$ cat config.mk
export PLATFORM = sky130hd
export DESIGN_NAME = multi_edge_det
export DESIGN_NICKNAME = d
export VERILOG_FILES = /design/src/rtl/edge_det_pkg.sv /design/src/rtl/edge_det_ch.sv /design/src/rtl/multi_edge_det.sv
export SDC_FILE = /design/constraint.sdc
export NUM_CORES = 1
export LEC_CHECK = 0
export ABC_AREA = 1
export BUFFER_PORTS_ARGS = -buffer_cell sky130_fd_sc_hd__buf_2
export CAP_MARGIN = 5
export CORE_MARGIN = 2
export CORE_UTILIZATION = 35
export DETAILED_ROUTE_END_ITERATION = 8
export PLACE_DENSITY_LB_ADDON = 0.3
export SLEW_MARGIN = 20
export SYNTH_ARGS = -nofsm -noshare
export SYNTH_HDL_FRONTEND = slang
export SYNTH_SLANG_ARGS = --single-unit
$ cat constraint.sdc
create_clock -name clk -period 3.3 [get_ports clk]
set_clock_uncertainty 0.15 [all_clocks]
set_input_delay 0.66 -clock clk [delete_from_list [all_inputs] [get_ports clk]]
set_output_delay 0.66 -clock clk [all_outputs]
set_load 0.005 [all_outputs]
$ cat src/rtl/edge_det_pkg.sv
// edge_det_pkg: shared mode encoding for the multi-channel edge detector
package edge_det_pkg;
  localparam int MODE_W = 2;
  typedef enum logic [MODE_W-1:0] {EDGE_OFF, EDGE_RISE, EDGE_FALL, EDGE_BOTH} mode_e;
endpackage

$ cat src/rtl/edge_det_ch.sv
// edge_det_ch: one channel of synchroniser, stability filter, edge qualifier, sticky flag and counter
module edge_det_ch
  import edge_det_pkg::*;
#(
  parameter int SYNC_STAGES = 2,
  parameter int FILT_W      = 4,
  parameter int CNT_W       = 8
) (
  input  logic              clk,
  input  logic              rstn,
  input  logic              sig,
  input  logic [MODE_W-1:0] mode,
  input  logic [FILT_W-1:0] filt_len,
  input  logic              clr,
  output logic              pulse_sig,
  output logic              pulse_dir,
  output logic              sticky,
  output logic [CNT_W-1:0]  evt_cnt
);
  logic [SYNC_STAGES-1:0] sync_q, sync_d;
  logic [FILT_W-1:0]      stab_q, stab_d;
  logic [CNT_W-1:0]       cnt_q, cnt_d;
  logic                   filt_q, filt_d, pulse_q, pulse_d, dir_q, dir_d, sticky_q, sticky_d;
  logic                   s, upd;
  mode_e                  m;
  // An update fires once the synchronised level has differed from filt for filt_len+1 cycles;
  // pulses come only from updates, so enabling a channel never replays stale history.
  always_comb begin
    s        = sync_q[SYNC_STAGES-1];
    m        = mode_e'(mode);
    upd      = (s != filt_q) && (stab_q >= filt_len);
    sync_d   = {sync_q[SYNC_STAGES-2:0], sig};
    filt_d   = upd ? s : filt_q;
    stab_d   = (s == filt_q || upd) ? '0 : stab_q + 1'b1;
    pulse_d  = upd && (m == EDGE_BOTH || m == (s ? EDGE_RISE : EDGE_FALL));
    dir_d    = upd ? s : dir_q;
    sticky_d = pulse_q | (sticky_q & ~clr);
    cnt_d    = clr ? CNT_W'(pulse_q) : (pulse_q && ~&cnt_q) ? cnt_q + 1'b1 : cnt_q;
  end
  // All channel state, cleared asynchronously so an in-flight filter count is lost on reset
  always_ff @(posedge clk or negedge rstn) begin
    if (!rstn) begin
      sync_q   <= '0;
      stab_q   <= '0;
      cnt_q    <= '0;
      filt_q   <= 1'b0;
      pulse_q  <= 1'b0;
      dir_q    <= 1'b0;
      sticky_q <= 1'b0;
    end else begin
      sync_q   <= sync_d;
      stab_q   <= stab_d;
      cnt_q    <= cnt_d;
      filt_q   <= filt_d;
      pulse_q  <= pulse_d;
      dir_q    <= dir_d;
      sticky_q <= sticky_d;
    end
  end
  assign pulse_sig = pulse_q;
  assign pulse_dir = dir_q;
  assign sticky    = sticky_q;
  assign evt_cnt   = cnt_q;
endmodule

$ cat src/rtl/multi_edge_det.sv
// multi_edge_det: N_CH independent filtered edge detectors sharing one filter length
module multi_edge_det
  import edge_det_pkg::*;
#(
  parameter int N_CH        = 4,
  parameter int SYNC_STAGES = 2,
  parameter int FILT_W      = 4,
  parameter int CNT_W       = 8
) (
  input  logic                   clk,
  input  logic                   rstn,
  input  logic [N_CH-1:0]        sig,
  input  logic [MODE_W*N_CH-1:0] mode,
  input  logic [FILT_W-1:0]      filt_len,
  input  logic [N_CH-1:0]        clr,
  output logic [N_CH-1:0]        pulse_sig,
  output logic [N_CH-1:0]        pulse_dir,
  output logic [N_CH-1:0]        sticky,
  output logic [CNT_W*N_CH-1:0]  evt_cnt
);
  for (genvar i = 0; i < N_CH; i++) begin : g_ch
    edge_det_ch #(
      .SYNC_STAGES(SYNC_STAGES),
      .FILT_W     (FILT_W),
      .CNT_W      (CNT_W)
    ) u_ch (
      .clk      (clk),
      .rstn     (rstn),
      .sig      (sig[i]),
      .mode     (mode[MODE_W*i +: MODE_W]),
      .filt_len (filt_len),
      .clr      (clr[i]),
      .pulse_sig(pulse_sig[i]),
      .pulse_dir(pulse_dir[i]),
      .sticky   (sticky[i]),
      .evt_cnt  (evt_cnt[CNT_W*i +: CNT_W])
    );
  end
endmodule

==> metrics.yaml <==
nets: 578
final_util: 0.423
power.total_w: 0.00235
antenna_cells: 0
vias: 3194
root_buffer: "clkbuf_8"
synth_common_cells: "nand2_1, dfrtp_1, nand3_1"
htreeDepth: 3
numClockSinks: 68
synth_top_area_frac: 0.451
yosysWarnings: 0
syn_inst: 468
synth_nets: 514
p_leak_nw: 2.41
post-cts-setup-buffers: 0
fin_tns_setup_ns: 0
tightest_slew_ns: 0.652
die_w_um: 108
seq_area_frac_synth: 0.451
synth_edf_count: 0
core-area_um2: 10400
clkPwrFrac: 0.305
wire_per_inst_um: 11.2
gp_congestion: 0.819
synth_ff_type: "dfrtp_1"
synth.distinct_cells: 26
drt_iter0_drc: 153
synth.most_common_cell: "nand2_1"
crit_slowest_cell: "dfrtp_1"
hp-class: "in2async"
cts_buffers: 9
power_density_nw_per_um2: 534
cts_buffer_depth: 2
ant_nets: 0
grt_max_degree: 43
pin_count: 66
wirelength_um: 7560
max_freq_mhz: 555
slew_headroom: 0.565
grt-ovfl-total: 0
grt_pass1_vias: 2936
drive_gt1_frac: 0.196
worst-endpoint-required_ns: 2.49
cpPeakStageDelay_ns: 0.49
cap_viol_max_count: 0
synth_seq_cells: 68
ys_top_cells_by_area: "dfrtp_1, nand2_1, nand3_1, ha_1, inv_1"
dp_hpwl_um: 5690
path_buf_inv: 1
cts_resized: 0
clkTransAtPathRegs_ns: 0.08
peakVddDrop_v: 0.000269
cp.arrival_ns: 0.99
synth_top_cell_by_area: "dfrtp_1"
grt_pass1_wl_um: 12900
path_cells: "buf_2"
drc_errors: 0
rsz0062_at_grt: "false"
critPathKind: "reg2out"
finalMaxSlewViolations: 0
cp-end-kind: "output pin"
cts_hold_repair.buffers: 0
p_seq_frac: 0.455
portBuffers: 65
fin_crit_ns: 1.80
period_share: 0.546
syn_area_um2: 3780
setup_viol: 0
vias_per_cell: 4.75
hold_viol: 0
outcome: "completed"
critPathTopFamily: "flip-flops"
cp_max_fo: 5
std_cell_rows: 37
die_y_um: 108
syn2layout_area_growth_pct: 16.7
dr.pass1.iters: 4
swShare: 0.326
antenna_found_initial: 0
switching_power_w: 0.000767
start_util: 0.363
dieArea_um2: 11600
clk_latency_ns: 0.34
grt_util_all_layers: 0.139
cts_tree: "done"
ys_async_sr_fraction: 1.00
start_kind: "flip-flop"
p_int_w: 0.00159
p_comb_frac: 0.239
post_synth.cell_area_avg_um2: 8.07
-- placed cells by master, fill, tap and decap left out, types with 2 or more instances in the layout --
master,Yosys,routed
nand2_1,105,105
dfrtp_1,68,68
nand3_1,67,67
buf_2,1,65
inv_1,62,62
nor2_1,40,40
ha_1,24,24
a21oi_1,18,18
o21ai_0,14,14
clkbuf_8,0,11
o21bai_1,10,10
xor2_1,6,6
nand2_2,6,6
xnor2_1,5,5
nor2_2,5,5
or2_2,4,4
nand4_1,4,4
clkinv_1,3,3
a21oi_2,3,3
o21ai_1,3,3
a21o_1,2,2
nand3_2,2,2
clkinv_4,0,2
-- area by class of cell --
cell class,instances,area (um^2)
multi-input combinational,321,1730
sequential,68,1700
timing repair buffer,66,345
inverter,66,248
tap,136,170
clock buffer,11,151
clock inverter,5,60.1
fill,1052,6010
-- registers in the layout, indices dropped and copies added, names as in the netlist --
signal / cells
g_ch.u_ch.pulse_sig: 4
g_ch.u_ch.pulse_dir: 3
g_ch.u_ch.evt_cnt: 32
g_ch.u_ch.filt_q: 1
g_ch.u_ch.sync_q: 8
g_ch.u_ch.stab_q: 16
g_ch.u_ch.sticky: 4
-- power groups by stage --
stage / Clock (W) / Sequential [W] / Combinational (W)
4_1_cts: 0.000749 / 0.00107 / 0.000577
6_report: 0.000718 / 0.00107 / 0.000563
2_1_floorplan: 0 / 0.00106 / 0.000438
3_5_place_dp: 0 / 0.00109 / 0.000576
3_3_place_gp: 0 / 0.00108 / 0.000548
5_1_grt: 0.000786 / 0.00109 / 0.000674
-- cell families after synthesis --
group / Yosys count / synth area share
and+or+nand+nor: 235 / 0.274
AOI/OAI and AO/OA: 51 / 0.0795
DFF: 68 / 0.451
xor gates and xnor gates: 11 / 0.0255
adders and majority gates: 24 / 0.0795
buffers and inverters: 79 / 0.0908
-- layer usage --
metal  vias to the layer above  routed length [um]  global-route usage  part of all wire
met5                         -                   0                   0                 0
met4                         0                 117              0.0614             0.015
met3                         9                 287              0.0291             0.038
met2                        58                3650               0.225              0.48
met1                      1501                3500               0.179              0.46
li1                       1626                   -                   -                 -
-- per-stage QoR --
step,area [um^2],cells,worst slack [ns],hold slack [ns]
6_report,4410,673,1.50,0.193
5_1_grt,4410,673,1.43,0.207
4_1_cts,4410,673,1.46,0.203
3_5_place_dp,4200,657,1.35,0.186
3_3_place_gp,4200,657,1.38,0.183
2_1_floorplan,3780,468,1.60,0.181
-- path summary, 6_finish.rpt --
path,from,end,slack [ns],cells past startpoint
setup / recovery,g_ch[3].u_ch.pulse_sig,pulse_sig[3],1.50,1
hold / removal,rstn,g_ch[1].u_ch.sync_q[0],0.19,1
setup reg to reg,g_ch[0].u_ch.evt_cnt[0],g_ch[0].u_ch.evt_cnt[7],1.59,7
hold reg to reg,g_ch[1].u_ch.sync_q[0],g_ch[1].u_ch.sync_q[1],0.20,0
max in group asynchronous,rstn,g_ch[2].u_ch.evt_cnt[0],2.15,2
min in group clk,g_ch[1].u_ch.sync_q[0],g_ch[1].u_ch.sync_q[1],0.20,0
Power figures use the tool's default switching activity.
